[src/rtl/wbs_pwm_capture_if.sv]
// Wishbone B4 pipelined slave bus bundle for the PWM capture block.
// Write data is carried for bus completeness; the capture block ignores it.
interface wbs_pwm_capture_if;
  logic       wbs_stb_i;
  logic       wbs_we_i;
  logic [2:0] wbs_adr_i;
  logic [7:0] wbs_dat_i;
  logic [7:0] wbs_dat_o;
  logic       wbs_ack_o;

  modport master (output wbs_stb_i, wbs_we_i, wbs_adr_i, wbs_dat_i,
                  input  wbs_dat_o, wbs_ack_o);
  modport slave  (input  wbs_stb_i, wbs_we_i, wbs_adr_i, wbs_dat_i,
                  output wbs_dat_o, wbs_ack_o);
endinterface

[src/rtl/wbs_pwm_capture.sv]
// PWM input capture: measures period and high time (in clocks) of pwm_in and
// exposes them over a byte-wide Wishbone slave with a coherent shadow snapshot.
module wbs_pwm_capture #(
  parameter int CNT_W = 16
) (
  input  logic               wbs_clk_i,
  input  logic               wbs_rst_i,
  wbs_pwm_capture_if.slave   bus,
  input  logic               pwm_in
);
  localparam logic [CNT_W-1:0] MAX = '1;

  logic             r_s1, r_s2, r_s3;
  logic [CNT_W-1:0] r_period_cnt, r_high_cnt;
  logic [CNT_W-1:0] r_period_reg, r_high_reg;
  logic             r_valid, r_stall, r_armed;
  logic [7:0]       r_sh_high_hi, r_sh_per_lo, r_sh_per_hi;
  logic             r_ack;
  logic [7:0]       r_dat;

  logic             w_rise, w_publish, w_stall_hit;
  logic             w_rd, w_rd0, w_rd4;
  logic [23:0]      w_high_x, w_per_x;
  logic [7:0]       w_rd_mux;
  logic             w_unused_bits;

  assign w_rise      = r_s2 & ~r_s3;
  assign w_publish   = w_rise & r_armed & ~r_stall;
  assign w_stall_hit = ~w_rise & ~r_stall & (r_period_cnt == MAX);

  assign w_rd  = bus.wbs_stb_i & ~bus.wbs_we_i;
  assign w_rd0 = w_rd & (bus.wbs_adr_i == 3'd0);
  assign w_rd4 = w_rd & (bus.wbs_adr_i == 3'd4);

  // Results are zero-extended so the 16-bit byte map holds for any CNT_W.
  assign w_high_x      = 24'(r_high_reg);
  assign w_per_x       = 24'(r_period_reg);
  assign w_unused_bits = ^{bus.wbs_dat_i, w_high_x[23:16], w_per_x[23:16]};

  always_ff @(posedge wbs_clk_i or negedge wbs_rst_i) begin
    if (!wbs_rst_i) begin
      r_s1 <= 1'b0;
      r_s2 <= 1'b0;
      r_s3 <= 1'b0;
    end else begin
      r_s1 <= pwm_in;
      r_s2 <= r_s1;
      r_s3 <= r_s2;
    end
  end

  always_ff @(posedge wbs_clk_i or negedge wbs_rst_i) begin
    if (!wbs_rst_i) begin
      r_period_cnt <= '0;
      r_high_cnt   <= '0;
      r_period_reg <= '0;
      r_high_reg   <= '0;
      r_armed      <= 1'b0;
      r_stall      <= 1'b0;
      r_valid      <= 1'b0;
    end else begin
      if (w_rise) begin
        // First rise after reset or stall only arms; the old count is partial.
        if (w_publish) begin
          r_period_reg <= r_period_cnt;
          r_high_reg   <= r_high_cnt;
        end
        r_period_cnt <= CNT_W'(1);
        r_high_cnt   <= CNT_W'(1);
        r_armed      <= 1'b1;
        r_stall      <= 1'b0;
      end else begin
        if (r_period_cnt != MAX) r_period_cnt <= r_period_cnt + 1'b1;
        if (r_s2 && (r_high_cnt != MAX)) r_high_cnt <= r_high_cnt + 1'b1;
        if (w_stall_hit) begin
          r_stall      <= 1'b1;
          r_armed      <= 1'b0;
          r_period_reg <= MAX;
          r_high_reg   <= r_s2 ? MAX : '0;
        end
      end
      // A new result beats a same-cycle status read clearing valid.
      if (w_publish || w_stall_hit) r_valid <= 1'b1;
      else if (w_rd4)               r_valid <= 1'b0;
    end
  end

  always_comb begin
    w_rd_mux = 8'h00;
    case (bus.wbs_adr_i)
      3'd0:    w_rd_mux = w_high_x[7:0];
      3'd1:    w_rd_mux = r_sh_high_hi;
      3'd2:    w_rd_mux = r_sh_per_lo;
      3'd3:    w_rd_mux = r_sh_per_hi;
      3'd4:    w_rd_mux = {5'b0, r_s2, r_stall, r_valid};
      default: w_rd_mux = 8'h00;
    endcase
  end

  always_ff @(posedge wbs_clk_i or negedge wbs_rst_i) begin
    if (!wbs_rst_i) begin
      r_ack        <= 1'b0;
      r_dat        <= 8'h00;
      r_sh_high_hi <= 8'h00;
      r_sh_per_lo  <= 8'h00;
      r_sh_per_hi  <= 8'h00;
    end else begin
      r_ack <= bus.wbs_stb_i;
      r_dat <= w_rd ? w_rd_mux : 8'h00;
      // Snapshot pre-update values so bytes 1..3 match the byte 0 just read.
      if (w_rd0) begin
        r_sh_high_hi <= w_high_x[15:8];
        r_sh_per_lo  <= w_per_x[7:0];
        r_sh_per_hi  <= w_per_x[15:8];
      end
    end
  end

  assign bus.wbs_ack_o = r_ack;
  assign bus.wbs_dat_o = r_dat;
endmodule

[src/flat_wrapper.sv]
// flat-port wrapper written by rule: the top's interface ports become plain ports
module wbs_pwm_capture_flat 
#(
  parameter int CNT_W = 16
)
  (wbs_clk_i, wbs_rst_i, pwm_in, bus_wbs_stb_i, bus_wbs_we_i, bus_wbs_adr_i, bus_wbs_dat_i, bus_wbs_dat_o, bus_wbs_ack_o);
  wbs_pwm_capture_if bus_i ();
  input  logic wbs_clk_i;
  input  logic wbs_rst_i;
  input  logic pwm_in;
  input wire logic [$bits(bus_i.wbs_stb_i)-1:0] bus_wbs_stb_i;
  input wire logic [$bits(bus_i.wbs_we_i)-1:0] bus_wbs_we_i;
  input wire logic [$bits(bus_i.wbs_adr_i)-1:0] bus_wbs_adr_i;
  input wire logic [$bits(bus_i.wbs_dat_i)-1:0] bus_wbs_dat_i;
  output wire logic [$bits(bus_i.wbs_dat_o)-1:0] bus_wbs_dat_o;
  output wire logic [$bits(bus_i.wbs_ack_o)-1:0] bus_wbs_ack_o;
  assign bus_i.wbs_stb_i = bus_wbs_stb_i;
  assign bus_i.wbs_we_i = bus_wbs_we_i;
  assign bus_i.wbs_adr_i = bus_wbs_adr_i;
  assign bus_i.wbs_dat_i = bus_wbs_dat_i;
  assign bus_wbs_dat_o = bus_i.wbs_dat_o;
  assign bus_wbs_ack_o = bus_i.wbs_ack_o;
  wbs_pwm_capture #(.CNT_W(CNT_W)) u_core (.wbs_clk_i(wbs_clk_i), .wbs_rst_i(wbs_rst_i), .bus(bus_i), .pwm_in(pwm_in));
endmodule
[config.mk]
export PLATFORM = sky130hd
export DESIGN_NAME = wbs_pwm_capture_flat
export DESIGN_NICKNAME = d
export VERILOG_FILES = /design/src/rtl/wbs_pwm_capture_if.sv /design/src/rtl/wbs_pwm_capture.sv /design/src/flat_wrapper.sv
export SDC_FILE = /design/constraint.sdc
export NUM_CORES = 1
export LEC_CHECK = 0
export BUFFER_PORTS_ARGS = -buffer_cell sky130_fd_sc_hd__buf_2
export CORE_MARGIN = 2
export CORE_UTILIZATION = 35
export DETAILED_ROUTE_END_ITERATION = 6
export PLACE_DENSITY = 0.52
export SYNTH_ARGS = -nofsm -noshare
export SYNTH_HDL_FRONTEND = slang
export SYNTH_SLANG_ARGS = --single-unit
[constraint.sdc]
create_clock -name wbs_clk_i -period 2.05 [get_ports wbs_clk_i]
set_input_delay 0.3075 -clock wbs_clk_i [delete_from_list [all_inputs] [get_ports wbs_clk_i]]
set_output_delay 0.3075 -clock wbs_clk_i [all_outputs]
set_load 0.01 [all_outputs]
==> impl_metrics.ini, run 1 <==
[worst_setup_path]
cp_max_fo = 16
cp_slowest_cell = or4_4
end_kind = flop
ff2ff_setup_slack_ns = 0.04
cp_data_arrival_time_ns = 2.29
worstRegToRegCells = 6
critical_path_required_ns = 2.33
worstSetupPathType = flop to flop
slowest_delay_ns = 0.62
cp_cell_sequence = nand4_1 > or4_4 > o31ai_4 > buf_4 > clkbuf_16 > o22a_1
crit_path_start_kind = flop

[yosys]
synthTopCellsByArea = dfrtp_1 55%, mux2i_1 5.1%, o21ai_0 4.1%, mux2_2 4.1%, o22a_1 3.0%
avgSynthCellArea_um2 = 11.1
synthArstFlopShare = 1.00
netlist_area_mm2 = 0.00472
synth.distinct_cells = 54
ys_warn_count = 0
synth_edf_count = 0
synth_seq_cells = 103
synth_cells = 426
yosys.area.top_type = dfrtp_1
syn-num-nets = 444
synth_top_area_share = 0.546
ys_seq_area_frac = 0.546
synthFlopType = dfrtp_1

[place]
gp_congestion = 0.773
hpwl_um = 7390
io_buffers = 16

[grt]
gr-total-overflow = 0
grt_pass1_vias = 3466
grt_antenna_before_repair = 0
grt_max_degree = 43
grt_usage = 0.158
grt_pass1_wl_um = 17900

[clock_network]
cts_tree = done
clk_latency_ns = 0.34
h-tree-depth = 3
cts_max_path_buffers = 2
root_buffer = clkbuf_16
cts_num_sinks = 103
numCtsBuffers = 9
path_clk_slew_ns = 0.07

[routing]
dr.pass1.iters = 4
ant_nets = 0
drt_iter0_drc = 250
wire_per_inst_um = 15.9
viasPerCell = 5.26
vias = 3435
finalWirelength_um = 10400
drc = 0

[timing]
timing.fmax_mhz = 498
rsz0062_at_grt = yes
maxSlewHeadroom = 0.684
skew_ns = 0.00712
final.setup.tns_ns = 0
worstMarginPinSlew_ns = 0.473
period_share = 0.980
fin_crit_ns = 2.01
maxSlewViolCount = 0
hold_viol = 0
setup_viol = 0

[outcome]
outcome = finished clean

[power]
power_mw = 5.04
clkPwrFrac = 0.358
p_int_mw = 3.80
power_frac_seq = 0.500
cellPowerDensity_mw_per_mm2 = 901
comb_power_share = 0.142
p_sw_frac = 0.247
p_sw_mw = 1.24
vdd_ir_drop_max_mv = 0.417
p_leak_nw = 2.45

[job]
drv_cap = 0

[final_layout]
area_growth_pct = 18.6
layout_commonest_cell = dfrtp_1
layout_common_cells = 103 x dfrtp_1, 39 x o21ai_0, 39 x buf_4
drive_gt1_frac = 0.210
n_antenna_cell = 0
n_fill_cell = 1282
nets = 491

[min_path]
hold_depth = 1
hp-class = primary input to flop

[floorplanning]
die-area_mm2 = 0.0144
core_area_mm2 = 0.0132
io_pins = 25
rows = 42
die_y_um = 120
die_w_um = 120
start_util = 0.358
-- power by group through the flow --
stage / registers (mW) / logic, mW / clock network (mW)
after floorplan: 2.52 / 0.460 / 0
after global placement: 2.55 / 0.698 / 0
after global routing: 2.56 / 0.816 / 1.95
after CTS: 2.52 / 0.721 / 1.86
final: 2.52 / 0.716 / 1.81
after detailed placement: 2.56 / 0.716 / 0
-- cells in the mapped netlist (3+ instances only) --
| cell type | number |
|---|---|
| or4_1 | 7 |
| a21oi_1 | 14 |
| nor3_1 | 4 |
| o41ai_1 | 3 |
| nor2b_1 | 3 |
| nand4_1 | 5 |
| mux2i_1 | 24 |
| o21ai_0 | 39 |
| o31a_1 | 4 |
| nand2_1 | 32 |
| clkbuf_1 | 18 |
| o22a_1 | 16 |
| a22o_1 | 6 |
| nand2b_1 | 4 |
| a31oi_1 | 5 |
| o31ai_1 | 5 |
| o211ai_1 | 4 |
| mux2_2 | 17 |
| inv_1 | 27 |
| nand3_1 | 11 |
| a22oi_1 | 3 |
| nor4_1 | 5 |
| nor2_1 | 17 |
| a211oi_1 | 4 |
| a221oi_1 | 3 |
| or3_1 | 3 |
| dfrtp_1 | 103 |
-- per-stage QoR --
stage / instances / setup slack (ns) / hold slack, ns / cell area [µm²] / util
floorplan: 426 / -0.153 / 0.0119 / 4720 / -
global placement: 635 / 0.0941 / 0.284 / 5240 / 0.397
detailed placement: 635 / 0.0512 / 0.292 / 5240 / 0.397
CTS: 651 / 0.0327 / 0.0498 / 5560 / 0.422
global route: 653 / -0.0421 / 0.0448 / 5600 / 0.424
finish: 653 / 0.0403 / 0.0643 / 5600 / 0.424
-- repair_timing --
action / in CTS / in global routing
endpoints found under the hold margin: 30 / 0
gates resized for setup: 0 / 1
buffers inserted: 0 / 1
setup endpoints to repair: 0 / 17
hold buffers: 1 / 0
-- kinds of logic (layout without fill, tap and decap cells) --
group / Yosys count / in the layout / share of synthesized area
adder cells (fa/ha/maj): 2 / 2 / 0.00530
flip-flops: 103 / 103 / 0.546
XOR/XNOR: 1 / 1 / 0.00186
multiplexers: 43 / 43 / 0.101
AO/OA/AOI/OAI: 119 / 119 / 0.173
buffers and inverters: 50 / 101 / 0.0477
AND/OR/NAND/NOR: 108 / 108 / 0.124
-- final timing paths --
kind / endpoint / startpoint
hold reg to reg: u_core.r_s2 / u_core.r_s1
max in group asynchronous: u_core.r_sh_high_hi[2] / wbs_rst_i
setup / recovery: u_core.r_period_reg[10] / u_core.r_period_cnt[15]
min in group asynchronous: u_core.r_high_cnt[8] / wbs_rst_i
setup reg to reg: u_core.r_period_reg[10] / u_core.r_period_cnt[15]
hold / removal: u_core.r_s1 / pwm_in
-- layer usage --
| metal | routed length (µm) | global-route usage |
|---|---|---|
| met3 | 374 | 0.0404 |
| met2 | 4690 | 0.241 |
| met1 | 5190 | 0.224 |
| met5 | 0 | 0 |
| met4 | 117 | 0.0419 |
-- critical path: cells and delay by family (launching register included) --
family	cells	cell delay [ns]
AOI/OAI and AO/OA	2	0.39
DFF	1	0.36
and+or+nand+nor	2	0.88
buffers and inverters	2	0.33
-- final cells by class --
type	count	area [µm²]	share of cell area
timing repair buffer	59	463	0.0827
clock buffer	11	243	0.0434
clock inverter	4	70.1	0.0125
sequential	103	2580	0.460
inverter	27	101	0.0181
multi-input combinational	273	1920	0.344
tap	176	220	0.0393
No activity file was read; power rests on OpenSTA's default activity.
==> run 2: changes to the inputs <==
--- a/config.mk
+++ b/config.mk
@@ -5,10 +5,12 @@
 export SDC_FILE = /design/constraint.sdc
 export NUM_CORES = 1
 export LEC_CHECK = 0
+export ABC_AREA = 1
 export BUFFER_PORTS_ARGS = -buffer_cell sky130_fd_sc_hd__buf_2
 export CORE_MARGIN = 2
 export CORE_UTILIZATION = 35
 export DETAILED_ROUTE_END_ITERATION = 6
+export GPL_TIMING_DRIVEN = 0
 export PLACE_DENSITY = 0.52
 export SYNTH_ARGS = -nofsm -noshare
 export SYNTH_HDL_FRONTEND = slang
==> impl_metrics.ini, run 2 <==
[routing]
ant_nets = 0
vias = 4092
wire_per_inst_um = 13.9
drt_iter0_drc = 313
drc = 0
finalWirelength_um = 12000
viasPerCell = 4.74
dr.pass1.iters = 6

[worst_setup_path]
worstSetupPathType = flop to flop
crit_path_start_kind = flop
critical_path_required_ns = 2.34
cp_data_arrival_time_ns = 2.20
cp_max_fo = 10
end_kind = flop

[yosys]
netlist_area_mm2 = 0.00504
synth.distinct_cells = 30
synth_seq_cells = 103
synth_top_family_by_area = simple AND/OR/NAND/NOR gates
synthTopCellsByCount = 203 x nand2_1, 103 x dfrtp_1, 72 x nand3_1, 67 x nor2_1, 61 x inv_1
avgSynthCellArea_um2 = 7.76
ys_seq_area_frac = 0.512
synthFlopType = dfrtp_1
synthTopCellsByArea = dfrtp_1 51%, nand2_1 15%, nand3_1 7.2%, nor2_1 5.0%, inv_1 4.5%
synth_simple_gate_area_frac = 0.318
synth_compound_area_frac = 0.0857
syn-num-nets = 667
synth_top_area_share = 0.512
synth_cells = 649
synth-xor-area-share = 0.00695
synth_most_common_cell = nand2_1
synth_fa_ha_area_frac = 0.00497
synthArstFlopShare = 1.00
yosys.area.top_type = dfrtp_1
synth_mux_area_frac = 0
ys_warn_count = 0
synth_edf_count = 0

[final_layout]
layout_commonest_cell = nand2_1
layout_common_cells = 203 x nand2_1, 103 x dfrtp_1, 72 x nand3_1
multi_input_area_mm2 = 0.00209
n_antenna_cell = 0
nets = 696
fin_cells = 863
area_growth_pct = 13.1
register_area_mm2 = 0.00258
n_fill_cell = 1488
drive_gt1_frac = 0.0981
fin_area_mm2 = 0.00570

[clock_network]
root_buffer = clkbuf_16
h-tree-depth = 3
path_clk_slew_ns = 0.07
clk_latency_ns = 0.35
cts_max_path_buffers = 2
cts_tree = done
cts_num_sinks = 103
numCtsBuffers = 9

[timing]
whs_ns = 0.0602
timing.fmax_mhz = 524
period_share = 0.932
fin_crit_ns = 1.91
rsz0062_at_grt = yes
fin_ws_ns = 0.140
hold_viol = 0
maxSlewViolCount = 0
setup_viol = 0
worstMarginPinSlew_ns = 0.575
maxSlewHeadroom = 0.617
skew_ns = 0.00768

[power]
power_mw = 4.88
p_sw_frac = 0.280
vdd_ir_drop_max_mv = 0.423
p_leak_nw = 2.80
p_int_mw = 3.51
clkPwrFrac = 0.365
p_sw_mw = 1.37
cellPowerDensity_mw_per_mm2 = 856
power_frac_seq = 0.508
comb_power_share = 0.127

[min_path]
hp-class = primary input to flop

[floorplanning]
start_util = 0.360
die-area_mm2 = 0.0154
die_w_um = 124
rows = 43
io_pins = 25
die_y_um = 124
core_area_mm2 = 0.0140

[job]
drv_cap = 0

[grt]
gr-total-overflow = 0
grt_max_degree = 65
grt_pass1_wl_um = 20400
grt_usage = 0.173
grt_antenna_before_repair = 0
grt_pass1_vias = 4059

[place]
hpwl_um = 9010
io_buffers = 16
place_area_mm2 = 0.00537
gp_congestion = 0.834
dp_cells = 846
pre_cts_slack_ns = 0.0923

[outcome]
outcome = finished clean
## run 2: cell count changes after synthesis, moves of 17 or more
cell	before	now
inv_1	27	61
mux2_2	17	0
mux2i_1	24	0
nand2_1	32	203
nand3_1	11	72
nor2_1	17	67
o21ai_0	39	18
o21ai_1	1	18
## run 2: layer usage
metal	vias to the layer above	routed length, µm	track usage	part of all wire
met3	18	355	0.0234	0.030
met5	-	0	0	0
met1	1876	5940	0.240	0.49
met4	0	197	0.0611	0.016
li1	2137	-	-	-
met2	61	5530	0.277	0.46
## run 2: final timing paths
path / start / to / slack [ns] / cells past startpoint
max in group asynchronous: wbs_rst_i / u_core.r_period_cnt[0] / 0.87 / 3
worst max register to register: u_core.r_period_cnt[0] / u_core.r_period_reg[10] / 0.14 / 8
worst max-delay path: u_core.r_period_cnt[0] / u_core.r_period_reg[10] / 0.14 / 8
min in group asynchronous: wbs_rst_i / u_core.r_sh_high_hi[6] / 0.48 / 2
worst min register to register: u_core.r_s1 / u_core.r_s2 / 0.35 / 0
worst min-delay path: pwm_in / u_core.r_s1 / 0.06 / 1
## run 2: power groups by stage
stage	Combinational [mW]	Clock [mW]	Sequential, mW
2_1_floorplan	0.434	0	2.46
4_1_cts	0.632	1.82	2.47
6_report	0.620	1.78	2.48
3_3_place_gp	0.606	0	2.51
5_1_grt	0.726	1.90	2.51
3_5_place_dp	0.625	0	2.51
## run 2: layout make-up
type / instances / area share
Timing Repair Buffer: 18 / 0.0211
Sequential cell: 103 / 0.452
Clock buffer: 11 / 0.0426
Buffer: 22 / 0.0215
Multi-Input combinational cell: 458 / 0.368
Inverter: 66 / 0.0435
Tap cell: 180 / 0.0395
Clock inverter: 5 / 0.0116
## run 2: worst max-delay path: stages, from the launching register on
cell and delay, ns:
dfrtp_1 0.43, ha_1 0.29, nand3_2 0.15, nor3_4 0.25
nand3_2 0.23, nand2_2 0.20, buf_6 0.16, nand2_1 0.07
nand2_1 0.07
## run 2: cell families after synthesis
group	count (synthesis)
xor gates and xnor gates	4
and+or+nand+nor	374
adders and majority gates	2
buffers and inverters	88
DFF	103
AOI/OAI and AO/OA	78
## run 2: stage by stage
step / util / setup TNS (ns)
6_report: 0.407 / 0
5_1_grt: 0.407 / -0.792
4_1_cts: 0.407 / 0
3_5_place_dp: 0.384 / 0
3_3_place_gp: 0.382 / -54.22
2_1_floorplan: - / 0
## run 2: timing repair
| item | in CTS | in global routing |
|---|---|---|
| resized for setup | 0 | 6 |
| hold buffers | 1 | 0 |
| buffers inserted | 0 | 0 |
| setup endpoints to repair | 0 | 33 |
| hold endpoints to repair | 39 | 0 |
